$ cat config.mk
export PLATFORM = sky130hd
export DESIGN_NAME = pixel_data_parser
export DESIGN_NICKNAME = d
export VERILOG_FILES = /design/src/rtl/pixel_data_parser.sv
export SDC_FILE = /design/constraint.sdc
export NUM_CORES = 2
export LEC_CHECK = 0
export ABC_AREA = 1
export CAP_MARGIN = 20
export CORE_AREA = 4 4 221 310
export DETAILED_ROUTE_END_ITERATION = 16
export DIE_AREA = 0 0 225 314
export DONT_BUFFER_PORTS = 1
export PLACE_DENSITY = 0.8
export REMOVE_ABC_BUFFERS = 1
export SLEW_MARGIN = 20
export SYNTH_ARGS = -nofsm -noshare
export SYNTH_HDL_FRONTEND = slang
export SYNTH_SLANG_ARGS = --single-unit
$ cat constraint.sdc
create_clock -name rx_pixel_clk -period 31.8 [get_ports rx_pixel_clk]
set_input_delay 6.36 -clock rx_pixel_clk [delete_from_list [all_inputs] [get_ports rx_pixel_clk]]
set_output_delay 6.36 -clock rx_pixel_clk [all_outputs]
set_load 0.1 [all_outputs]
$ cat src/rtl/pixel_data_parser.sv
// Receive-side frame parser: rebuilds one DLEN-byte miner payload per frame from 48-bit pixel words.
// Frames are SOF, header twice, payload words, then an EOF tail (plus a DD word when DLEN%6 == 5).
module pixel_data_parser #(
    parameter int unsigned DLEN   = 32'h002b,
    parameter logic [7:0]  PHL_ID = 8'h00,
    parameter logic [7:0]  DTYPE  = 8'h01
) (
    input  logic                rx_pixel_clk,
    input  logic                rst,
    input  logic [47:0]         pixel_value,
    input  logic                pixel_valid,
    output logic [DLEN*8-1:0]   data,
    output logic                data_valid,
    output logic                frame_error,
    output logic                busy
);

    localparam int unsigned REM  = DLEN % 6;
    localparam int unsigned BODY = DLEN - REM;
    localparam int          KW   = $clog2(DLEN + 7);
    localparam logic [31:0] DLEN_W = 32'(DLEN);

    localparam logic [47:0] SOF_WORD = 48'h01000000FFEA;
    localparam logic [47:0] HDR_WORD = {PHL_ID, DLEN_W[7:0], DLEN_W[15:8],
                                        DLEN_W[23:16], DLEN_W[31:24], DTYPE};
    localparam logic [47:0] EXT_WORD = 48'h0000000000DD;
    localparam logic [47:0] DATA_LANES = (48'h1 << (8 * REM)) - 48'h1;
    localparam logic [47:0] TAIL_MASK  = ~DATA_LANES;
    // For REM == 5 the DD byte shifts out of the word, leaving only AA in lane 5.
    localparam logic [47:0] TAIL_EXP   = 48'h00000000DDAA << (8 * REM);

    typedef enum logic [2:0] {
        IDLE,
        HDR1,
        HDR2,
        PAYLOAD,
        TAIL,
        EXT
    } state_t;

    state_t               state;
    logic [KW-1:0]        k;
    logic [KW+2:0]        off;
    // 48 spare bits let every store be a full word at byte k without range checks.
    logic [DLEN*8+47:0]   shadow;
    logic [DLEN*8+47:0]   shadow_wr;

    assign off = {k, 3'b000};

    always_comb begin
        shadow_wr = shadow;
        shadow_wr[off +: 48] = pixel_value;
    end

    always_ff @(posedge rx_pixel_clk or posedge rst) begin
        if (rst) begin
            state       <= IDLE;
            k           <= '0;
            shadow      <= '0;
            data        <= '0;
            data_valid  <= 1'b0;
            frame_error <= 1'b0;
            busy        <= 1'b0;
        end else begin
            data_valid  <= 1'b0;
            frame_error <= 1'b0;
            if (pixel_valid) begin
                if (pixel_value == SOF_WORD) begin
                    if (state != IDLE) begin
                        frame_error <= 1'b1;
                    end
                    state <= HDR1;
                    busy  <= 1'b1;
                    k     <= '0;
                end else begin
                    case (state)
                        IDLE: ;
                        HDR1: begin
                            if (pixel_value == HDR_WORD) begin
                                state <= HDR2;
                            end else begin
                                frame_error <= 1'b1;
                                busy        <= 1'b0;
                                state       <= IDLE;
                            end
                        end
                        HDR2: begin
                            if (pixel_value == HDR_WORD) begin
                                state <= (BODY == 0) ? TAIL : PAYLOAD;
                            end else begin
                                frame_error <= 1'b1;
                                busy        <= 1'b0;
                                state       <= IDLE;
                            end
                        end
                        PAYLOAD: begin
                            shadow <= shadow_wr;
                            k      <= k + KW'(6);
                            if (({1'b0, k} + (KW+1)'(12)) > (KW+1)'(BODY)) begin
                                state <= TAIL;
                            end
                        end
                        TAIL: begin
                            if ((pixel_value & TAIL_MASK) == TAIL_EXP) begin
                                shadow <= shadow_wr;
                                if (REM == 5) begin
                                    state <= EXT;
                                end else begin
                                    data       <= shadow_wr[DLEN*8-1:0];
                                    data_valid <= 1'b1;
                                    busy       <= 1'b0;
                                    state      <= IDLE;
                                end
                            end else begin
                                frame_error <= 1'b1;
                                busy        <= 1'b0;
                                state       <= IDLE;
                            end
                        end
                        EXT: begin
                            if (pixel_value == EXT_WORD) begin
                                data       <= shadow[DLEN*8-1:0];
                                data_valid <= 1'b1;
                            end else begin
                                frame_error <= 1'b1;
                            end
                            busy  <= 1'b0;
                            state <= IDLE;
                        end
                        default: begin
                            busy  <= 1'b0;
                            state <= IDLE;
                        end
                    endcase
                end
            end
        end
    end

endmodule

# After elaboration in Yosys (flattened, before gate mapping)
# Cells that the tools add are included.
[word_totals]
regBits = 748
word_cells = 69
[classes]
add_sub_neg = 3
n_mux = 28
n_shift = 2
n_eq_ne = 15
n_bitwise = 1
n_reduce_logical = 12
magnitude_cmp = 1
[ops]
columns = ["op", "n"]
rows = [
  ["392-bit one-hot mux with 2 select lines", 1],
  ["344-bit 2-to-1 mux", 2],
  ["344-bit one-hot mux with 2 select lines", 1],
  ["392-bit bitwise mux", 1],
  ["392-bit 2-to-1 mux", 1],
  ["48-bit by 11-bit variable shift with 392-bit output (first input constant)", 1],
  ["48-bit by 11-bit indexed part select with 392-bit output", 1],
  ["48-bit by 38-bit equality test with 1-bit output (second input constant)", 1],
  ["48-bit by 41-bit equality test with 1-bit output (second input constant)", 1],
  ["48-bit by 8-bit equality test with 1-bit output (second input constant)", 1],
  ["40-bit by 16-bit equality test with 1-bit output (second input constant)", 1],
  ["1-bit 2-to-1 mux", 12],
  ["6-bit 2-to-1 mux", 2],
  ["3-bit one-hot mux with 4 select lines", 1],
  ["9-bit negation with 11-bit output", 1],
  ["6-bit by 4-bit adder with 7-bit output (second input constant)", 1],
  ["7-bit by 6-bit greater-than comparator with 1-bit output (second input constant)", 1],
  ["6-bit by 3-bit adder with 6-bit output (second input constant)", 1],
  ["3-bit by 2-bit equality test with 1-bit output (second input constant)", 2],
  ["3-bit equality test (second input constant)", 2],
  ["3-bit 2-to-1 mux", 2],
  ["2-bit != test (second input constant)", 3],
  ["3-bit != test (second input constant)", 2],
  ["3-bit AND reduction", 2],
  ["13 further kinds", 18],
]

# Depth between registers and ports, before layout
[depth]
ltp_word = 5
ltp_mapped = 20
ltp_nobuf = 16

# Worst setup path after synthesis
# Ideal clock, no wire load.
[synth_path]
kind = "input port to flip-flop"
start = "input pixel_value[9]"
end = "register shadow[152]"
setup_ns = 0.118
n_path_buf = 3
path_slack_ns = 23.855
path_stages = 14
required_time_ns = 31.682
arrival_ns = 7.828
path_cell_list = "buf_2 inv_1 nor3_1 nand2_1 nor2_1 nand3_1 nand2_1 nand2_1 nor2_4 inv_2 buf_2 clkbuf_1 nand2_1 nand2_1"
[synth_via]
elab_chain_len = 4
elab_cells_between_ends = 9
[synth_lines]
columns = ["item", "line", "text"]
rows = [
  ["from (decl)", "10", "input logic [47:0] pixel_value,"],
  ["48-bit by 11-bit indexed part select with 392-bit output", "52", "shadow_wr[off +: 48] = pixel_value;"],
  ["392-bit bitwise mux", "52", ""],
  ["392-bit 2-to-1 mux", "104", "if ((pixel_value & TAIL_MASK) == TAIL_EXP) begin"],
  ["392-bit one-hot mux with 2 select lines", "76", "case (state)"],
  ["to (signal assigned)", "97", "shadow <= shadow_wr;"],
  ["to (signal assigned)", "105", "shadow <= shadow_wr;"],
  ["to (decl)", "45", "logic [DLEN*8+47:0] shadow;"],
]
# Several ways; a longest one is shown, not always the timed one. The select of a mux whose other input is x is not followed.
# A chain may end at the register's enable or synchronous reset.

# Final worst setup path
[layout_path]
start = "input pixel_value[44]"
end = "register shadow[59]"
# The elaborated chain is that of the path after synthesis.

==> results.json <==
{
  "synth_ff_type": "dfrtp_1",
  "rows": 111,
  "place_congestion": 1.03,
  "cp_max_fo": 211,
  "cp.required_ns": 32.28,
  "met1_usage_pct": 47.1,
  "postSynth.asyncResetShare_pct": 100,
  "cts_sinks": 699,
  "synth_top_area_cell": "dfrtp_1",
  "r2r_slack_ns": 26.11,
  "slew_viol_final": 0,
  "power_leakage_nw": 24.1,
  "grt_max_degree": 257,
  "hold_buffers": 0,
  "swShare_pct": 25.7,
  "hold_violations": 0,
  "yosysSeqAreaShare_pct": 44.6,
  "vias_per_cell": 5.77,
  "postCtsSetupRepairBufs": 0,
  "relSlewSlack_pct": 24.2,
  "cp-start-kind": "input port",
  "ir_drop_mv": 0.0543,
  "seqPwrFrac_pct": 46.0,
  "holdWs_ns": 0.481,
  "crit_type": "in2reg",
  "fillers": 6009,
  "dpl.hpwl_mm": 88.9,
  "pwr-share-comb_pct": 7.7,
  "cts-root-buf": "clkbuf_16",
  "layoutNonFillerInstCount": 6667,
  "core_um2": 65400,
  "antennaDiodeCount": 0,
  "ys_ff_latch": 699,
  "setup_viol": 0,
  "dpl.cell_count": 6538,
  "synth_area_um2": 39200,
  "dr.first_iter.drc_count": 4676,
  "nets": 5824,
  "maxCapViolations": 0,
  "p_per_area_nw_per_um2": 46.4,
  "cts-htree-levels": 3,
  "avgSynthCellArea_um2": 6.53,
  "clkPwrFrac_pct": 46.4,
  "period_share_pct": 33.0,
  "grt-busiest-layer": "met2",
  "place.port_buffers": 0,
  "drtPass1Iterations": 9,
  "num_io_pins": 398,
  "p_sw_mw": 0.498,
  "grt_first_pass_wirelength_mm": 207,
  "fin_skew_ns": 0.0260,
  "num_vias": 38500,
  "worst_pin_slew_ns": 1.12,
  "hold_path_class": "reg2reg",
  "min_period_ns": 10.48,
  "synth_edf_count": 0,
  "dieArea_um2": 70700,
  "synth_area_leaders": "dfrtp_1 (45%), nand2_1 (30%), nand3_1 (7.8%), inv_1 (3.6%), nor2_1 (3.0%)",
  "syn_inst": 6000,
  "endpoint_kind": "flip-flop",
  "status": "finished, final reports clean",
  "antenna_found_initial": 0,
  "gr-usage-met2_pct": 57.5,
  "path_clk_slew_ns": 0.07,
  "grtUsageMet3_pct": 8.33,
  "internal_power_mw": 1.44,
  "clockBufferDepth": 3,
  "grt_pass1_vias": 35700,
  "ant_nets": 0,
  "synth_top_area_share_pct": 44.6,
  "yosys-top-cells-count": "nand2_1 (3,159), dfrtp_1 (699), nand3_1 (614), inv_1 (374), nor2_1 (311)",
  "yosysMostFrequentCell": "nand2_1",
  "cp.arrival_ns": 10.97,
  "yosys_warnings": 0,
  "insertion_delay_ns": 0.66,
  "max_freq_ghz": 0.0954,
  "die_h_um": 314,
  "cts_tree": "done",
  "area_growth_pct": 6.42,
  "start_util_pct": 59.9,
  "drc": 0,
  "rsz0062_at_grt": "false",
  "die_w_um": 225,
  "cts_resized": 0,
  "wl_mm": 135,
  "cts_buffers": 71,
  "grt_overflow": 0,
  "grt_use_total_pct": 37.3,
  "routedWlPerCell_um": 20.2,
  "synthDistinctLibCells": 31,
  "drive_gt1_share_pct": 3.87
}
==> worst paths after layout <==
check / from / cells past startpoint / endpoint
worst max-delay path: pixel_value[44] / 14 / shadow[59]
worst min-delay path: shadow[335] / 2 / shadow[335]
worst max register to register: k[1] / 15 / data[211]
max in group asynchronous: rst / 4 / data[220]
min in group asynchronous: rst / 1 / data[77]
worst min register to register: shadow[335] / 2 / shadow[335]
==> layout by cell type, fill, tap and decap left out, types with 3 or more instances in the layout <==
master,synthesis,final
a21oi_1,21,20
clkbuf_1,189,7
inv_2,19,18
nand2_4,1,3
or2_2,12,12
buf_4,4,32
inv_1,374,372
bufinv_16,0,7
ha_1,7,7
clkinvlp_4,0,5
o21ai_0,229,228
nand2_1,3159,3157
nand3_1,614,614
a22oi_1,15,15
buf_12,0,7
clkbuf_8,0,12
clkinv_2,0,18
nor2_1,311,310
nand3b_1,10,10
dfrtp_1,699,699
a211oi_1,3,3
nand4_1,32,32
nor2_2,12,13
clkbuf_16,0,76
and2_1,3,3
nor3_1,14,13
nor2_4,4,4
nand2_2,5,5
inv_8,0,3
o21ai_1,101,102
==> power groups by stage <==
stage          registers, mW  logic, mW  clock network (mW)
2_1_floorplan          0.907     0.0904                   0
3_3_place_gp           0.906      0.143                   0
3_5_place_dp           0.906      0.144                   0
4_1_cts                0.890      0.145               0.904
5_1_grt                0.889      0.162               0.945
6_report               0.890      0.148               0.898
==> worst max-delay path, cell delays in order <==
cell	delay, ns
nor2_1	0.08
nand2_1	0.11
nor2_1	0.44
nand2_1	0.19
inv_1	0.13
nand3_1	0.09
nand2_1	0.11
nand2_1	0.09
nor2_4	0.15
buf_4	0.45
buf_4	0.56
buf_12	0.64
buf_4	0.95
o21ai_0	0.20
==> layer usage <==
layer  up-vias  routed length (um)
met1     18100               50400
met5         -                   0
met2      1905               60800
met3       431               12500
met4         0               11000
li1      18100                   -
==> final cells by class <==
class | count | area (um2) | share of cell area (%)
Clock buffer | 95 | 2090 | 5.02
Clock inverter | 32 | 363 | 0.870
Inverter | 395 | 1510 | 3.62
Multi-Input combinational cell | 4557 | 18800 | 45.0
Sequential cell | 699 | 17500 | 41.9
Tap cell | 847 | 1060 | 2.54
Timing Repair Buffer | 42 | 434 | 1.04
==> registers in the layout, summed over array words and instances, names as in the netlist <==
name and cells:
data 344, shadow 344, k 5, state 3
busy 1, data_valid 1, frame_error 1
==> cells by family after synthesis <==
family	after synthesis	share of synthesized area [%]
and+or+nand+nor	4179	42.7
buffers and inverters	744	7.61
DFF	699	44.6
AOI/OAI and AO/OA	370	4.85
adders and majority gates	7	0.223
xor gates and xnor gates	1	0.0224
==> per-stage QoR <==
step | worst slack (ns) | area, um2 | utilization (%) | power (mW) | setup TNS, ns
final | 21.32 | 41700 | 63.8 | 1.94 | 0
after global routing | 21.05 | 41700 | 63.8 | 2.00 | 0
after CTS | 21.62 | 41700 | 63.7 | 1.94 | 0
after detailed placement | 20.96 | 39200 | 59.9 | 1.05 | 0
after global placement | 20.98 | 39200 | 59.9 | 1.05 | 0
after floorplan | -2.30 | 37700 | - | 0.998 | -731.24
Power figures use the tool's default switching activity.
